===== config.mk =====
export PLATFORM = sky130hd
export DESIGN_NAME = shared_reg_arbiter
export DESIGN_NICKNAME = d
export VERILOG_FILES = /design/src/rtl/arb_pkg.sv /design/src/rtl/rr_pick.sv /design/src/rtl/shared_reg_arbiter.sv
export SDC_FILE = /design/constraint.sdc
export NUM_CORES = 1
export LEC_CHECK = 0
export ABC_AREA = 1
export CORE_MARGIN = 3
export CORE_UTILIZATION = 44
export DETAILED_ROUTE_END_ITERATION = 7
export MAX_ROUTING_LAYER = met4
export PLACE_DENSITY = 0.86
export SLEW_MARGIN = 20
export SYNTH_ARGS = -nofsm -noshare
export SYNTH_HDL_FRONTEND = slang
export SYNTH_SLANG_ARGS = --single-unit

===== constraint.sdc =====
create_clock -name clk -period 2.05 [get_ports clk]
set_input_delay 0.3075 -clock clk [delete_from_list [all_inputs] [get_ports clk]]
set_output_delay 0.3075 -clock clk [all_outputs]
set_load 0.05 [all_outputs]

===== src/rtl/arb_pkg.sv =====
// arb_pkg: shared types and helpers for shared_reg_arbiter and rr_pick.
//   arb_state_e : arbiter FSM state (ARB_IDLE, ARB_BUSY)
//   idx_w(n)    : bit width of an index into n requesters (minimum 1)
package arb_pkg;
  typedef enum logic {ARB_IDLE, ARB_BUSY} arb_state_e;
  function automatic int idx_w(input int n);
    return (n > 1) ? $clog2(n) : 1;
  endfunction
endpackage


===== src/rtl/rr_pick.sv =====
// rr_pick: combinational round-robin pick of the first set req bit at or after ptr, wrapping.
//   req  in  N_REQ  request bits
//   ptr  in  IW     scan start index (< N_REQ)
//   pick out N_REQ  one-hot winner, zero when req is zero
//   idx  out IW     index of the winner, zero when req is zero
module rr_pick import arb_pkg::*; #(
  parameter int N_REQ = 4,
  localparam int IW = idx_w(N_REQ)
) (
  input  logic [N_REQ-1:0] req,
  input  logic [IW-1:0]    ptr,
  output logic [N_REQ-1:0] pick,
  output logic [IW-1:0]    idx
);
  function automatic logic [IW-1:0] wrap(input logic [IW-1:0] p, input int i);
    return IW'((int'(p) + i) % N_REQ);
  endfunction
  logic found;
  always_comb begin
    pick  = '0;
    idx   = '0;
    found = 1'b0;
    for (int i = 0; i < N_REQ; i++) begin
      if (!found && req[wrap(ptr, i)]) begin
        found = 1'b1;
        pick[wrap(ptr, i)] = 1'b1;
        idx = wrap(ptr, i);
      end
    end
  end
endmodule


===== src/rtl/shared_reg_arbiter.sv =====
// shared_reg_arbiter: round-robin ownership of one shared WIDTH-bit register among N_REQ requesters.
//   clk      in  1            clock
//   rst_n    in  1            asynchronous active-low reset
//   req      in  N_REQ        request level per requester, held for the whole ownership
//   we       in  N_REQ        write enable per requester, only the owner's is honoured
//   wdata    in  N_REQ*WIDTH  write data, requester i in [i*WIDTH +: WIDTH]
//   gnt      out N_REQ        one-hot grant or zero
//   owner    out IW           current owner index, valid while busy
//   busy     out 1            a grant is active
//   rdata    out WIDTH        shared register contents
//   to_pulse out 1            forced-release pulse (only with ARB_TIMEOUT_EN defined)
// Optional feature macro: ARB_TIMEOUT_EN bounds ownership to MAX_HOLD cycles.
module shared_reg_arbiter import arb_pkg::*; #(
  parameter int N_REQ    = 4,
  parameter int WIDTH    = 8,
  parameter int MAX_HOLD = 15,
  localparam int IW = idx_w(N_REQ)
) (
  input  logic                   clk,
  input  logic                   rst_n,
  input  logic [N_REQ-1:0]       req,
  input  logic [N_REQ-1:0]       we,
  input  logic [N_REQ*WIDTH-1:0] wdata,
  output logic [N_REQ-1:0]       gnt,
  output logic [IW-1:0]          owner,
  output logic                   busy,
  output logic [WIDTH-1:0]       rdata
`ifdef ARB_TIMEOUT_EN
 ,output logic                   to_pulse
`endif
);
  if (N_REQ < 2 || N_REQ > 16 || WIDTH < 1 || MAX_HOLD < 1) begin : g_bad_cfg
    $error("shared_reg_arbiter: parameter out of range");
  end
  arb_state_e state_q, state_d;
  logic [IW-1:0] ptr_q, owner_q, pick_idx, ptr_nxt;
  logic [N_REQ-1:0] gnt_q, pick;
  logic [WIDTH-1:0] reg_q;
  logic grant_w, release_w, wr_w, timeout_w;
  rr_pick #(.N_REQ(N_REQ)) u_pick (
    .req  (req),
    .ptr  (ptr_q),
    .pick (pick),
    .idx  (pick_idx)
  );
`ifdef ARB_TIMEOUT_EN
  localparam int CW = $clog2(MAX_HOLD + 1);
  logic [CW-1:0] cnt_q;
  // The release edge is the one at which the count would reach MAX_HOLD, so an owner holds exactly MAX_HOLD cycles.
  assign timeout_w = state_q == ARB_BUSY && req[owner_q] && cnt_q == CW'(MAX_HOLD - 1);
  always_ff @(posedge clk or negedge rst_n) begin
    if (!rst_n) cnt_q <= '0;
    else if (grant_w) cnt_q <= '0;
    else if (state_q == ARB_BUSY) cnt_q <= cnt_q + 1'b1;
  end
`else
  assign timeout_w = 1'b0;
`endif
  assign grant_w   = state_q == ARB_IDLE && |req;
  assign release_w = state_q == ARB_BUSY && (!req[owner_q] || timeout_w);
  assign wr_w      = state_q == ARB_BUSY && req[owner_q] && we[owner_q];
  assign ptr_nxt   = owner_q == IW'(N_REQ - 1) ? '0 : owner_q + 1'b1;
  always_ff @(posedge clk or negedge rst_n) begin
    if (!rst_n) state_q <= ARB_IDLE;
    else state_q <= state_d;
  end
  always_comb begin
    state_d = state_q == ARB_IDLE ? (grant_w ? ARB_BUSY : ARB_IDLE)
                                  : (release_w ? ARB_IDLE : ARB_BUSY);
  end
  always_comb begin
    busy  = state_q == ARB_BUSY;
    gnt   = gnt_q;
    owner = owner_q;
    rdata = reg_q;
`ifdef ARB_TIMEOUT_EN
    to_pulse = timeout_w;
`endif
  end
  // ptr moves only on release so fairness follows the last owner.
  always_ff @(posedge clk or negedge rst_n) begin
    if (!rst_n) begin
      gnt_q   <= '0;
      owner_q <= '0;
      ptr_q   <= '0;
      reg_q   <= '0;
    end else begin
      if (grant_w) begin
        gnt_q   <= pick;
        owner_q <= pick_idx;
      end else if (release_w) begin
        gnt_q <= '0;
        ptr_q <= ptr_nxt;
      end
      if (wr_w) reg_q <= wdata[owner_q*WIDTH +: WIDTH];
    end
  end
endmodule

Word-level counts from Yosys, hierarchy flattened
Cells that the tools add are included.
{ "word_totals": {"wordCells": 80, "register_bits": 17} }
{ "classes": {"addsub": 4, "n_lt_le_gt_ge": 9, "bitwise": 5, "reduce_logical": 18, "n_eq_ne": 1, "n_shift": 1, "mux": 37} }
{ "op_table": {"columns": ["cell", "n"], "rows": [
  ["32-bit by 6-bit indexed part select with 8-bit output", 1],
  ["4-bit 2-to-1 mux", 6],
  ["1-bit 2-to-1 mux", 16],
  ["2-bit by 3-bit less-than comparator with 1-bit output (second input constant)", 5],
  ["1-bit binary-select mux with 2-bit select", 6],
  ["4-bit bitwise OR", 3],
  ["1-bit logical AND", 11],
  ["2-bit 2-to-1 mux", 5],
  ["1-bit demux with 2-bit select", 4],
  ["2-bit by 1-bit greater-or-equal comparator with 1-bit output (second input constant)", 4],
  ["2-bit by 1-bit adder with 2-bit output (second input constant)", 2],
  ["2-bit adder (second input constant)", 2],
  ["1-bit zero test", 4],
  ["4-bit OR reduction", 1],
  ["2-bit == test (second input constant)", 1],
  ["1-bit NOT", 2],
  ["2-bit AND reduction", 1],
  ["2-bit nonzero test", 1]
]} }

Longest topological paths before layout
Gate-level depths: netlist of the first run.
{ "logic_depth": {"word_depth": 13, "mapped_depth": 11, "mapped_depth_nobuf": 11} }

Hierarchy
From an unflattened synthesis of the first run, not the netlist that was laid out.
{ "hier_totals": {"hier_cells": 233, "area_unflattened_um2": 1677.9} }
{ "modules_own_cells": {"columns": ["module", "cells_per_inst", "area_per_inst_um2", "n_inst", "seq_area_each_um2"], "rows": [
  ["shared_reg_arbiter", 160, 1238.7, 1, 425.4],
  ["rr_pick", 73, 439.2, 1, 0.0]
]} }

Worst setup path before layout of the first run
OpenSTA, ideal clock, no wires.
{ "synth_timing": {"path_type": "register -> register", "start": "register owner_q[0], in the netlist owner[0]", "end": "register reg_q[0], in the netlist rdata[0]", "stages_incl_launch_ff": 7, "path_slack_ps": 358, "t_arrival_ps": 1572, "synth_period_minus_slack_ps": 1692, "path_cell_list": "dfrtp_1 -> buf_6 -> nor2_2 -> o32ai_4 -> nand2_4 -> nand2_1 -> nand2_1"} }
{ "synth_via": {"elab_chain_cells": 4, "elab_cells_between_ends": 7, "classes_between": "1 x shift; 4 x mux; 2 x reduce/logical"} }
{ "synth_lines": {"columns": ["element", "line", "rtl"], "rows": [
  ["start: declaration", "shared_reg_arbiter.sv:36", "logic [IW-1:0] ptr_q, owner_q, pick_idx, ptr_nxt;"],
  ["start signal: assignment", "shared_reg_arbiter.sv:90", "owner_q <= pick_idx;"],
  ["branches (longest 4 deep; another with 32-bit by 6-bit indexed part select with 8-bit output)", null, null],
  ["end signal: assignment", "shared_reg_arbiter.sv:95", "if (wr_w) reg_q <= wdata[owner_q*WIDTH +: WIDTH];"],
  ["end: declaration", "shared_reg_arbiter.sv:38", "logic [WIDTH-1:0] reg_q;"]
]} }
Parallel ways; which one is timed is not known. The select of a mux whose other input is x is not followed.
A chain may end at the register's enable or synchronous reset.

Worst setup path after layout of the first run
{ "layout_timing": {"start": "register state_q, in the netlist busy", "end": "output port busy"} }
{ "layout_rtl": {"columns": ["element", "line", "rtl"], "rows": [
  ["start: declaration", "shared_reg_arbiter.sv:35", "arb_state_e state_q, state_d;"],
  ["start signal: assignment", "shared_reg_arbiter.sv:65", "else state_q <= state_d;"],
  ["end: declaration", "shared_reg_arbiter.sv:26", "output logic busy,"]
]} }
No word-level cell between the ends.

==> results of run 1 <==
==> cell type report <==
cell class | count | share of cell area, %
Timing Repair Buffer | 64 | 29.61
Inverter | 13 | 2.256
Tap cell | 44 | 2.545
Sequential cell | 17 | 19.66
Multi-Input combinational cell | 175 | 44.71
Clock buffer | 4 | 1.215
==> power by group <==
part | leakage (nW) | switching (mW) | internal, mW
clock network | 0.0150 | 0.108 | 0.0757
logic | 0.787 | 1.70 | 0.976
registers | 0.212 | 0.141 | 0.487
total | 1.01 | 1.95 | 1.54
==> cells in the final DEF (no fill, tap or decap) <==
cell type	synthesis	layout
nor2_2	2	2
o21ai_2	1	1
dfrtp_1	17	17
nand2_4	2	2
nand4_1	1	1
nor2_1	30	30
nand2_2	2	2
buf_4	1	8
a21oi_1	8	8
o21ai_0	10	10
nand3_2	2	2
o31ai_1	1	1
inv_2	6	6
a21boi_0	4	4
nand3_1	29	29
clkbuf_1	0	1
ha_1	9	9
a41oi_2	1	1
inv_1	7	7
clkdlybuf4s50_1	0	54
buf_12	0	2
o32ai_1	8	8
clkbuf_4	0	3
nor2_8	1	1
nand2_1	57	57
o32ai_4	1	1
o21a_1	1	1
nor2_4	1	1
o21ai_1	4	4
==> per-stage QoR <==
step	area, µm²	hold WS, ns	worst slack [ns]	std cells	util [%]
after CTS	2163	0.3287	0.1637	317	68.61
after global placement	2137	0.4562	0.1941	313	67.78
after detailed placement	2137	0.4662	0.1797	313	67.78
after floorplan	1491	0.01191	0.3584	212	-
after global routing	2163	0.3436	0.08676	317	68.61
final	2163	0.3232	0.1744	317	68.61
==> path summary, 6_finish.rpt <==
path / from / to / slack (ns) / cells past startpoint
max in group asynchronous: rst_n / gnt[0]$_DFFE_PN0P_ / 1.54 / 2
hold reg to reg: rdata[4]$_DFFE_PN0P_ / rdata[4]$_DFFE_PN0P_ / 0.48 / 2
setup / recovery: busy$_DFF_PN0_ / busy / 0.17 / 1
hold / removal: rst_n / rdata[3]$_DFFE_PN0P_ / 0.32 / 2
setup reg to reg: ptr_q[0]$_DFFE_PN0P_ / owner[0]$_DFFE_PN0P_ / 0.28 / 10
min in group clk: rdata[4]$_DFFE_PN0P_ / rdata[4]$_DFFE_PN0P_ / 0.48 / 2
==> metal layers <==
metal | GRT usage (%) | vias to the layer above | share of wire [%]
met5 | - | - | 0
met2 | 33.68 | 58 | 46
met3 | 4.042 | 7 | 5.8
met1 | 25.32 | 751 | 46
li1 | - | 836 | -
met4 | 5.541 | 0 | 1.4
==> cell families after synthesis <==
logic type | count (synthesis)
AO/OA/AOI/OAI | 39
adder cells (fa/ha/maj) | 9
buffers and inverters | 20
flip-flops | 17
AND/OR/NAND/NOR | 127
==> sequential cells by signal (all words and copies together), names as in the netlist <==
| signal | count |
|---|---|
| rdata | 8 |
| gnt | 4 |
| owner | 2 |
| ptr_q | 2 |
| busy | 1 |
==> summary.md, run 1 <==
| Metric | Value |
|---|---|
| Top cells by area, synth | dfrtp_1 (29%), nand2_1 (14%), nand3_1 (9.7%), ha_1 (7.6%), nor2_1 (7.6%) |
| Total CTS buffers | 3 |
| CTS root buf | clkbuf_4 |
| First-pass GRT wire length | 6582 µm |
| Antenna violations before repair | 0 |
| Slew HR | 63.51% |
| Port Buffer Count | 56 |
| Synth top area share | 28.52% |
| Fin. max-slew vios | 0 |
| GRT Total Usage | 20.36% |
| Hold WC Path Type | in2async |
| DRC Markers | 0 |
| Die Height | 64.22 µm |
| Setup-failing EPs final | 0 |
| Leakage | 1.015 nW |
| Clock Path Buffers | 2 |
| Count leader, synth | nand2_1 |
| Worst setup EP type | output port |
| Multiplexer share of the synthesized area | 0% |
| Post-CTS setup buffer count | 0 |
| Post-synthesis compound-gate area fraction | 18.62% |
| Die X | 64.22 µm |
| Drt first pass iters | 4 |
| Core Box Area | 3153 µm² |
| Peak VDD IR | 0.6591 mV |
| Synthesized cell area | 1491 µm² |
| Routed Wire Length | 3919 µm |
| F_max | 0.5332 GHz |
| Area leader, netlist | dfrtp_1 |
| Hpwl dp | 3231 µm |
| # Max-Cap Violations | 0 |
| Post_cts resized | 0 |
| # rows | 20 |
| Power, Total | 3.485 mW |
| Remaining antenna violation count | 0 |
| Via/cell ratio | 5.211 |
| Hold_buf cts | 0 |
| Clock-pin slew on the worst setup and hold paths | 0.10 ns |
| CTS sink cnt | 17 |
| CP top delay family | buffers and inverters |
| Nets | 325 |
| Setup Skew | 0.006575 ns |
| Combinational family with the most area after synthesis | simple AND/OR/NAND/NOR gates |
| Post-Syn Instances | 212 |
| Critical path's slowest cell | clkdlybuf4s50_1 |
| Minimum clock period | 1.876 ns |
| Setup_tns | 0 ns |
| Netlist cell types | 27 |
| Filler Cells Inserted | 279 |
| Multi-input gate area | 967.2 µm² |
| Number of synthesized flops with an enable pin | 0 |
| Largest net degree at the start of global routing | 20 |
| Placer Congestion | 0.8790 |
| Share of layout cells above drive strength 1 | 11.72% |
| Crit-path cells | clkdlybuf4s50_1 |
| Total number of vias | 1652 |
| P per Cell Area | 1611 nW/µm² |
| Slew at the pin closest to its max-slew limit | 0.5456 ns |
| Run status | complete, no violations |
| Syn_nets | 263 |
| Number of global-route vias before repair | 1549 |
| WP data required | 1.74 ns |
| Syn. warnings | 0 |
| Seq/Total Area, Yosys | 28.52% |
| DRT iter0 DRCs | 79 |
| Full die area | 4124 µm² |
| Synth Area in XOR/XNOR | 0% |
| Htree depth | 1 |
| Post-synthesis adder-cell area fraction | 7.550% |
| Post-synth ARST share | 100.0% |
| WP buf/inv | 1 |
| Most used DFF post-synth | dfrtp_1 |
| # diodes | 0 |
| Unrepaired setup endpoints after global routing | no |
| Most frequent cells after synthesis | nand2_1 (57), nor2_1 (30), nand3_1 (29) |
| #FFs+latches synth | 17 |
| Initial Utilization | 47.30% |
| Final Hold Fails | 0 |
| Max Fanout on Critical Path | 5 |
| P&R area growth vs syn | 45.05% |
| Syn Area/Cell | 7.035 µm² |
| Critical setup path kind | reg2out |
| Clock Latency Late Sink | 0.29 ns |
| Wire per inst | 12.36 µm |
| Synth Area in Simple Gates | 38.67% |
| CP Launch Type | flip-flop |
| Tcrit/Tclk final | 91.49% |
| I/O pin cnt | 57 |
| Critical path's largest stage delay | 0.84 ns |
| CTS tree | yes |
| GRT overflow | 0 |
| Crit path DAT | 1.57 ns |
| Register area | 425.4 µm² |
No activity file was read; power rests on OpenSTA's default activity.
==> inputs of run 2 (changes only) <==
TNS_END_PERCENT = 5   (was default)
==> results of run 2 <==
Same layout as run 1: the final DEF is identical, and so are final timing and power.
==> inputs of run 3 (changes only) <==
CORE_UTILIZATION = 45   (was 44)
GPL_ROUTABILITY_DRIVEN = 0   (was default)
PLACE_DENSITY = 0.88   (was 0.86)
clock period = 2.2 ns   (was 2.05 ns; I/O delays follow)
==> summary.md, run 3 (synthesis results as in run 1) <==
| Metric | Value |
|---|---|
| Clock Path Buffers | 2 (unchanged) |
| Share of layout cells above drive strength 1 | 11.11% (-0.61 points) |
| Total number of vias | 1656 (+0.24%) |
| WP buf/inv | 1 (unchanged) |
| Minimum clock period | 1.927 ns |
| Run status | complete, no violations |
| # Max-Cap Violations | 0 (unchanged) |
| Full die area | 4041 µm² (-2.0%) |
| Slew HR | 51.77% (-12 points) |
| Cell Area, Placed | 2090 µm² (-2.2%) |
| I/O pin cnt | 57 (unchanged) |
| Worst reg2reg path depth | 10 (unchanged) |
| CP top delay family | buffers and inverters |
| Clock Latency Late Sink | 0.30 ns (about the same) |
| Fin. max-slew vios | 0 (unchanged) |
| Htree depth | 1 (unchanged) |
| Setup_tns | 0 ns (unchanged) |
| Total CTS buffers | 3 (unchanged) |
| Crit Reg-Reg Endpoint | gnt[2]$_DFFE_PN0P_ |
| DRC Markers | 0 (unchanged) |
| Clock-pin slew on the worst setup and hold paths | 0.10 ns (about the same) |
| First-pass GRT wire length | 6906 µm (+4.9%) |
| Unrepaired setup endpoints after global routing | no |
| # rows | 20 (unchanged) |
| CTS root buf | clkbuf_4 |
| Critical Path Stages | 1 (unchanged) |
| Hold_buf cts | 0 (unchanged) |
| Reg2Reg Launch Point | ptr_q[0]$_DFFE_PN0P_ |
| Nets | 322 (-0.92%) |
| Antenna violations before repair | 0 (unchanged) |
| Peak VDD IR | 0.7316 mV (+11%) |
| Hold WC Path Type | in2async |
| Largest net degree at the start of global routing | 24 (+20%) |
| R2r setup slk | 0.35 ns (+0.07 ns) |
| Leakage | 0.9943 nW (-2.0%) |
| CP startpoint | busy$_DFF_PN0_ |
| P&R area growth vs syn | 41.95% |
| Critical path's largest stage delay | 0.84 ns (about the same) |
| Post_cts resized | 0 (unchanged) |
| Setup Skew | 0.002843 ns (-0.003733 ns) |
| Max reg flops | 8 (unchanged) |
| Max Fanout on Critical Path | 5 (unchanged) |
| Post-CTS setup buffer count | 0 (unchanged) |
| Hpwl dp | 3165 µm (-2.0%) |
| Commonest non-fill, non-tap cell in the layout | nand2_1 |
| F_max | 0.5189 GHz |
| Core Box Area | 3103 µm² (-1.6%) |
| Number of global-route vias before repair | 1602 (+3.4%) |
| WP data required | 1.87 ns (+0.13 ns) |
| Non-Filler Instances | 314 (-0.95%) |
| Wire per inst | 12.96 µm (+4.9%) |
| Routed Wire Length | 4071 µm (+3.9%) |
| Drt first pass iters | 4 (unchanged) |
| Die X | 63.57 µm (-1.0%) |
| Most frequent cells in the layout | nand2_1 (57), clkdlybuf4s50_1 (54), nor2_1 (30) |
| Crit-path cells | clkdlybuf4s50_1 |
| DP Cell Count | 310 (-0.96%) |
| # diodes | 0 (unchanged) |
| Final Hold Fails | 0 (unchanged) |
| CTS tree | yes |
| Tcrit/Tclk final | 87.60% |
| GRT overflow | 0 (unchanged) |
| Slew at the pin closest to its max-slew limit | 0.7212 ns (+0.1756 ns) |
| CTS sink cnt | 17 (unchanged) |
| CP endpoint | busy |
| Port Buffer Count | 56 (unchanged) |
| P per Cell Area | 1510 nW/µm² (-6.3%) |
| Setup WS pre-CTS | 0.3192 ns (+0.1395 ns) |
| DRT iter0 DRCs | 115 (+46%) |
| GRT Total Usage | 21.56% (+1.2 points) |
| Final core utilization | 68.23% (-0.39 points) |
| Final Instance Area | 2117 µm² (-2.1%) |
| Critical setup path kind | reg2out |
| Die Height | 63.57 µm (-1.0%) |
| Critical path's slowest cell | clkdlybuf4s50_1 |
| Setup-failing EPs final | 0 (unchanged) |
| Filler Cells Inserted | 287 (+2.9%) |
| Setup WS post-layout | 0.2727 ns (+0.09829 ns) |
| Initial Utilization | 48.06% (+0.76 points) |
| Crit path DAT | 1.60 ns (+0.03 ns) |
| CP Launch Type | flip-flop |
| Via/cell ratio | 5.274 (+1.2%) |
| Remaining antenna violation count | 0 (unchanged) |
| Worst setup EP type | output port |
==> run 3: cell type report <==
cell class / instances / area, µm² / area share, %
flip-flops and latches: 17 / 425.4 / 20.09
clock inverters: 1 / 5.005 / 0.2364
inverters: 13 / 48.80 / 2.305
multi-input cells: 175 / 967.2 / 45.69
repair buffers: 61 / 593.1 / 28.01
well taps: 44 / 55.05 / 2.600
clock buffers: 3 / 22.52 / 1.064
==> run 3: metal layers <==
| metal | vias to the layer above | share of wire, % | track usage (%) |
|---|---|---|---|
| li1 | 832 | - | - |
| met1 | 749 | 42 | 23.48 |
| met2 | 62 | 49 | 38.07 |
| met3 | 13 | 6.5 | 5.882 |
| met4 | 0 | 2.3 | 6.469 |
| met5 | - | 0 | - |
==> run 3: power breakdown <==
group | total [mW] | switching (mW) | internal [mW]
sequential | 0.615 | 0.162 | 0.453
combinational | 2.41 | 1.57 | 0.841
clock | 0.174 | 0.106 | 0.0678
total | 3.20 | 1.83 | 1.36
==> run 3: worst min path at each step <==
stage | end | start | slack [ns]
3_5_place_dp | rdata[1]$_DFFE_PN0P_ | rdata[1]$_DFFE_PN0P_ | 0.46
5_1_grt | rdata[2]$_DFFE_PN0P_ | rst_n | 0.52
6_report | gnt[0]$_DFFE_PN0P_ | rst_n | 0.45
3_3_place_gp | rdata[1]$_DFFE_PN0P_ | rdata[1]$_DFFE_PN0P_ | 0.46
4_1_cts | gnt[3]$_DFFE_PN0P_ | rst_n | 0.48
2_1_floorplan | busy$_DFF_PN0_ | rst_n | 0.03
==> run 3: per-stage QoR <==
stage	power [mW]	hold WS, ns
after CTS	3.189	0.4765
after floorplan	2.367	0.03441
after global routing	3.466	0.5153
final	3.196	0.4525
after detailed placement	2.997	0.4615
after global placement	2.957	0.4571
